`src/rtl/mem_ctrl.sv`:
```
// mem_ctrl: memory controller between the CPU core and a byte-wide external RAM.
// It arbitrates the instruction-fetch port against the data (load/store) port,
// with the data port taking priority. Each 32-bit access becomes four byte
// accesses, and the assembled word is returned with a one-cycle done pulse.
//
// Ports:
//   clk, rst                 clock (rising edge), asynchronous active-high reset
//   if_ce_i, if_addr_i       fetch request and byte address
//   if_data_o, if_done_o     fetched word (little-endian) and completion pulse
//   mem_ce_i, mem_we_i       data request; we = 1 for a store, 0 for a load
//   mem_addr_i, mem_data_i   data byte address and store word
//   mem_sel_i                store byte enables (bit k -> bits [8k+7:8k])
//   mem_data_o, mem_done_o   loaded word (little-endian) and completion pulse
//   stallreq_o               pipeline stall while any request is outstanding
//   ram_din_i                RAM read data, valid one cycle after ram_a_o
//   ram_dout_o, ram_a_o      RAM write data and byte address
//   ram_wr_o                 RAM write strobe
module mem_ctrl #(
  parameter int ADDR_W = 17
) (
  input  logic              clk,
  input  logic              rst,
  input  logic              if_ce_i,
  input  logic [31:0]       if_addr_i,
  output logic [31:0]       if_data_o,
  output logic              if_done_o,
  input  logic              mem_ce_i,
  input  logic              mem_we_i,
  input  logic [31:0]       mem_addr_i,
  input  logic [31:0]       mem_data_i,
  input  logic [3:0]        mem_sel_i,
  output logic [31:0]       mem_data_o,
  output logic              mem_done_o,
  output logic              stallreq_o,
  input  logic [7:0]        ram_din_i,
  output logic [7:0]        ram_dout_o,
  output logic [ADDR_W-1:0] ram_a_o,
  output logic              ram_wr_o
);

  typedef enum logic [1:0] {IDLE, RD, WR, DONE} state_t;

  state_t            state;
  logic [2:0]        cnt;
  logic              own_mem;   // 1: data port owns the access, 0: fetch port
  logic [ADDR_W-1:0] base;
  logic [31:0]       wdata;
  logic [3:0]        sel;
  logic [23:0]       rbuf;      // low three bytes of a read in progress

  // Only the low ADDR_W address bits reach the RAM.
  logic unused_addr_hi;
  assign unused_addr_hi = ^{if_addr_i[31:ADDR_W], mem_addr_i[31:ADDR_W]};

  // Control: state, counter, owner, done pulses and the visible data words.
  // The visible word is written only on entry to DONE, so it holds its old
  // value for the whole read rather than filling byte by byte.
  always_ff @(posedge clk or posedge rst) begin
    if (rst) begin
      state      <= IDLE;
      cnt        <= 3'd0;
      own_mem    <= 1'b0;
      if_data_o  <= 32'd0;
      mem_data_o <= 32'd0;
      if_done_o  <= 1'b0;
      mem_done_o <= 1'b0;
    end else begin
      if_done_o  <= 1'b0;
      mem_done_o <= 1'b0;
      case (state)
        IDLE: begin
          cnt <= 3'd0;
          if (mem_ce_i) begin
            own_mem <= 1'b1;
            state   <= mem_we_i ? WR : RD;
          end else if (if_ce_i) begin
            own_mem <= 1'b0;
            state   <= RD;
          end
        end
        RD: begin
          if (cnt == 3'd4) begin
            state <= DONE;
            if (own_mem) begin
              mem_data_o <= {ram_din_i, rbuf};
              mem_done_o <= 1'b1;
            end else begin
              if_data_o <= {ram_din_i, rbuf};
              if_done_o <= 1'b1;
            end
          end else begin
            cnt <= cnt + 3'd1;
          end
        end
        WR: begin
          if (cnt == 3'd3) begin
            state      <= DONE;
            mem_done_o <= 1'b1;
          end else begin
            cnt <= cnt + 3'd1;
          end
        end
        DONE: begin
          state <= IDLE;
          cnt   <= 3'd0;
        end
        default: state <= IDLE;
      endcase
    end
  end

  // Datapath: request latches and read byte capture. Latching on every IDLE
  // cycle is harmless because the values are only used after acceptance.
  always_ff @(posedge clk) begin
    if (state == IDLE) begin
      base  <= mem_ce_i ? mem_addr_i[ADDR_W-1:0] : if_addr_i[ADDR_W-1:0];
      wdata <= mem_data_i;
      sel   <= mem_sel_i;
    end
    if (state == RD) begin
      case (cnt)
        3'd1:    rbuf[7:0]   <= ram_din_i;
        3'd2:    rbuf[15:8]  <= ram_din_i;
        3'd3:    rbuf[23:16] <= ram_din_i;
        default: ;
      endcase
    end
  end

  // RAM drive decoded from registered state, so reset clears it at once.
  always_comb begin
    ram_a_o    = '0;
    ram_dout_o = 8'd0;
    ram_wr_o   = 1'b0;
    case (state)
      RD: ram_a_o = base + {{(ADDR_W-3){1'b0}}, cnt};
      WR: begin
        ram_a_o  = base + {{(ADDR_W-3){1'b0}}, cnt};
        ram_wr_o = sel[cnt[1:0]];
        case (cnt[1:0])
          2'd0:    ram_dout_o = wdata[7:0];
          2'd1:    ram_dout_o = wdata[15:8];
          2'd2:    ram_dout_o = wdata[23:16];
          default: ram_dout_o = wdata[31:24];
        endcase
      end
      default: ;
    endcase
  end

  assign stallreq_o = (if_ce_i & ~if_done_o) | (mem_ce_i & ~mem_done_o);

endmodule

```
`config.mk`:
```
export PLATFORM = sky130hd
export DESIGN_NAME = mem_ctrl
export DESIGN_NICKNAME = d
export VERILOG_FILES = /design/src/rtl/mem_ctrl.sv
export SDC_FILE = /design/constraint.sdc
export NUM_CORES = 1
export LEC_CHECK = 0
export BUFFER_PORTS_ARGS = -buffer_cell sky130_fd_sc_hd__buf_2
export CORE_UTILIZATION = 50
export CTS_CLUSTER_DIAMETER = 80
export CTS_CLUSTER_SIZE = 40
export DETAILED_ROUTE_END_ITERATION = 12
export GPL_TIMING_DRIVEN = 0
export PLACE_DENSITY_LB_ADDON = 0.05
export SYNTH_ARGS = -nofsm -noshare
export SYNTH_HDL_FRONTEND = slang
export SYNTH_SLANG_ARGS = --single-unit
```
`constraint.sdc`:
```
create_clock -name clk -period 3.8 [get_ports clk]
set_clock_uncertainty 0.15 [all_clocks]
set_input_delay 0.38 -clock clk [delete_from_list [all_inputs] [get_ports clk]]
set_output_delay 0.38 -clock clk [all_outputs]
set_load 0.05 [all_outputs]
```
* After elaboration in Yosys (flattened, before gate mapping)
Cells that the tools add are included.
Storage, ports and cells: register bits after elaboration 149, bits of input ports 113, output and inout bits 93, word-level logic and storage cells 74
Cells by class: add/subtract/negate cells 2, order comparisons 1, equality and inequality tests 14, multiplexer cells 25, bitwise operators 6, reductions and logical operators 13
Operators by type and width (count):
- 17-bit 2-to-1 mux | 2
- 8-bit one-hot mux with 3 select lines | 1
- 17-bit by 3-bit adder with 17-bit output | 1
- 1-bit 2-to-1 mux | 10
- 2-bit 2-to-1 mux | 5
- 2-bit AND reduction | 5
- 3-bit one-hot mux with 3 select lines | 1
- 3-bit AND reduction | 3
- 8-bit 2-to-1 mux | 1
- 2-bit inequality test (second input constant) | 4
- 2-bit one-hot mux with 4 select lines | 1
- 2-bit equality test (second input constant) | 3
- 3-bit by 2-bit equality test with 1-bit output (second input constant) | 2
- 3-bit 2-to-1 mux | 2
- 2-bit by 1-bit equality test with 1-bit output (second input constant) | 2
- 2-bit logical NOT | 2
- 2-bit OR reduction | 2
- 3-bit by 1-bit adder with 3-bit output (second input constant) | 1
- 3-bit by 1-bit equality test with 1-bit output (second input constant) | 1
- 3-bit equality test (second input constant) | 1
- 2-bit by 3-bit less-than comparator with 1-bit output (second input constant) | 1
- 3-bit inequality test (second input constant) | 1
- 1-bit NOT | 3
- 1-bit AND | 2
- 4 further kinds | 4

* Depth between registers and ports, before layout
depth after elaboration 3, gate-level depth with buffers 7, depth with buffers taken out 7

* Least setup slack after synthesis
Ideal clock, no wire load.
path kind register to output, start register cnt[0], end output port ram_a_o[16], arrival time 2705 ps, data required time 3270 ps, path slack 565 ps, cell stages (with the launch flop) 8, path buffers 0, path through dfrtp_1 ha_1 inv_1 fa_1 and2b_1 o2111ai_4 or4_1 a21oi_1
On the way: word-level cells in the longest chain between the ends 2
RTL lines:
- start: declaration | line 44 | logic [2:0] cnt;
- start signal: assignment | line 92 | cnt <= cnt + 3'd1;
- start signal: assignment | line 100 | cnt <= cnt + 3'd1;
- 17-bit by 3-bit adder with 17-bit output | line 136, 138
- 17-bit 2-to-1 mux
- end: declaration | line 37 | output logic [ADDR_W-1:0] ram_a_o,
Every way passes these cells.

* Worst setup path after layout
Same ends and word-level chain as after synthesis.

==> results.sh <==
export IMPL_wl_per_cell_um=16.5
export IMPL_wl_met1_um=5440
export IMPL_slew_viol_final=0
export IMPL_final_cell_mix="buf_2 (183), mux2_2 (81), edfxtp_1 (77)"
export IMPL_crit_arrival_ns=3.07
export IMPL_synth_seq_area_share_pct=67.2
export IMPL_fmax_mhz=277
export IMPL_grt_overflow=0
export IMPL_crit_path_end_kind="primary output"
export IMPL_antenna_found_initial=0
export IMPL_nets=759
export IMPL_finalCritPeriodShare_pct=94.8
export IMPL_syn_inst=401
export IMPL_ys_flop_type="edfxtp_1"
export IMPL_io_buffers=175
export IMPL_firstDrtPassIters=5
export IMPL_finalSetupViolations=0
export IMPL_hold_class="in2async"
export IMPL_status="completed"
export IMPL_startpoint_type="flop"
export IMPL_first_iter_violations=300
export IMPL_cts_sinks=149
export IMPL_hpwl_um=8740
export IMPL_cts_setup_buffers=0
export IMPL_ys_seq_elements=149
export IMPL_synth_edf_count=77
export IMPL_leakagePower_nw=3.75
export IMPL_critPathTopFamily="simple AND/OR/NAND/NOR gates"
export IMPL_final_cell_area_mm2=0.00813
export IMPL_dr_wl_met2_um=6800
export IMPL_hold_ws_ns=0.00466
export IMPL_clk_pin_slew_worst_paths_ns=0.06
export IMPL_start_util_pct=51.2
export IMPL_die_w_um=113
export IMPL_worst_slack_ns=0.196
export IMPL_syn_area_mm2=0.00612
export IMPL_dr_total_vias=4119
export IMPL_cts_made_buffers=17
export IMPL_p_per_area_mw_per_mm2=874
export IMPL_relSlewSlack_pct=40.4
export IMPL_cts_tree="yes"
export IMPL_root_buffer="clkbuf_16"
export IMPL_area_growth_pct=32.9
export IMPL_path_cells="ha_1, inv_1, fa_1, and2b_1, o2111ai_4, or4_1, a21oi_1, buf_2"
export IMPL_wl_met3_um=621
export IMPL_max_cap_violations=0
export IMPL_critPathBufInv=2
export IMPL_wirelength_um=13100
export IMPL_fin_crit_ns=3.60
export IMPL_max_stage_delay_ns=0.49
export IMPL_worstPathMaxFanout=7
export IMPL_dpl_instance_area_mm2=0.00720
export IMPL_vdd_ir_drop_max_mv=0.588
export IMPL_die_y_um=113
export IMPL_rows=40
export IMPL_yosysWarnings=0
export IMPL_crit_type="reg2out"
export IMPL_clk_latency_ns=0.42
export IMPL_synth_fp_nets=528
export IMPL_dieArea_mm2=0.0127
export IMPL_grt_max_degree=73
export IMPL_clock_path_buffers=2
export IMPL_drive_gt1_share_pct=46.7
export IMPL_ctsHtreeMaxLevel=4
export IMPL_totalNegativeSetupSlack_ns=0
export IMPL_rsz0062_at_grt="no"
export IMPL_vias_per_cell=5.20
export IMPL_ioPinCount=206
export IMPL_core_area_mm2=0.0120
export IMPL_top_layer="met4"
export IMPL_grt_usage_pct=22.0
export IMPL_cts_hold_buf=36
export IMPL_async_flop_share_pct=48.3
export IMPL_hold_violations=0
export IMPL_cts_resized=0
export IMPL_gp_congestion=0.733
export IMPL_grt_first_pass_wirelength_um=20900
export IMPL_ys_types=39
export IMPL_preCtsSetupSlack_ns=0.667
export IMPL_grt_pass1_vias=4252
export IMPL_final_common_cell="buf_2"
export IMPL_critPathSlowestCell="dfrtp_1"
export IMPL_tightest_slew_ns=0.893
export IMPL_synth_area_per_cell_um2=15.3
export IMPL_diodes=0
export IMPL_drc_errors=0
export IMPL_postRouteAntennaNets=0
export IMPL_crit_required_ns=3.27
-- path summary, 6_finish.rpt --
path	slack [ns]	to	startpoint	cells after the start
worst min register to register	0.35	mem_data_o[10]$_DFFE_PP0P_	mem_data_o[10]$_DFFE_PP0P_	1
worst max-delay path	0.20	ram_a_o[16]	cnt[0]$_DFFE_PP0P_	8
worst max register to register	1.46	mem_data_o[12]$_DFFE_PP0P_	cnt[1]$_DFFE_PP0P_	6
worst min-delay path	0.005	if_done_o$_DFF_PP0_	rst	2
max in group asynchronous	2.91	mem_data_o[13]$_DFFE_PP0P_	rst	2
min in group clk	0.07	rbuf[4]$_DFFE_PP_	ram_din_i[4]	1
-- worst register-to-register path, delay by kind of cell (launching register included) --
| kind | cells | cell delay, ns |
|---|---|---|
| DFF | 1 | 0.47 |
| and+or+nand+nor | 1 | 0.34 |
| adders and majority gates | 1 | 0.19 |
| muxes | 1 | 0.30 |
| buffers and inverters | 3 | 0.77 |
-- registers in the layout (all words and copies together), names as in the netlist --
register and count:
if_data_o 32, mem_data_o 32, wdata 32, rbuf 24, base 17, sel 4
cnt 3, state 2, if_done_o 1, mem_done_o 1, own_mem 1
-- synth_stat cells, types with 2 or more instances --
cell type	n	area, µm²
nor2b_1	2	12.5
and2_1	12	75.1
edfxtp_1	77	2310
mux2i_1	3	30.0
nor2_1	9	33.8
nand2_1	27	101
buf_2	8	40.0
and3_1	3	18.8
dfrtp_1	72	1800
nand2b_1	2	12.5
nor3_1	3	15.0
or3_1	2	12.5
xor2_1	5	43.8
o211ai_1	4	30.0
inv_1	15	56.3
a21oi_1	6	30.0
clkbuf_1	8	30.0
xnor2_1	2	17.5
mux2_2	81	912
nand4_1	2	12.5
a222oi_1	9	90.1
o21ai_0	17	85.1
ha_1	13	163
o31ai_1	2	15.0
nand3_1	3	15.0
-- metal layers --
metal / track usage (%) / up-vias
met3: 5.51 / 14
met1: 26.0 / 2035
met4: 9.16 / 0
li1: - / 1934
met2: 38.4 / 136
met5: 0 / -
-- stage by stage --
| step | utilization, % | total power [mW] | instances |
|---|---|---|---|
| 2_1_floorplan | - | 4.75 | 401 |
| 3_3_place_gp | 60.0 | 5.44 | 723 |
| 3_5_place_dp | 60.2 | 5.52 | 724 |
| 4_1_cts | 68.0 | 7.16 | 792 |
| 5_1_grt | 68.0 | 7.45 | 792 |
| 6_report | 68.0 | 7.11 | 792 |
-- report_power, final --
group / internal, mW / switching (mW) / total [mW]
logic: 0.801 / 2.21 / 3.01
clock network: 0.961 / 0.642 / 1.60
registers: 2.26 / 0.235 / 2.50
total: 4.02 / 3.08 / 7.11
-- cell families after synthesis --
kind of cell,share of synthesized area [%]
fa+ha+maj,2.99
simple gates,5.93
flops,67.2
mux,15.8
xor+xnor,1.00
buf+inv,2.07
compound gates,5.01
-- area by class of cell --
class	instances	area, µm²
Sequential cell	149	4110
Multi-Input combinational cell	221	1880
Timing Repair Buffer	212	1260
Clock buffer	19	433
Clock inverter	13	133
Tap cell	147	184
Inverter	15	58.8
Buffer	16	70.1
Fill cell	914	3830
No activity file was read; power rests on OpenSTA's default activity.
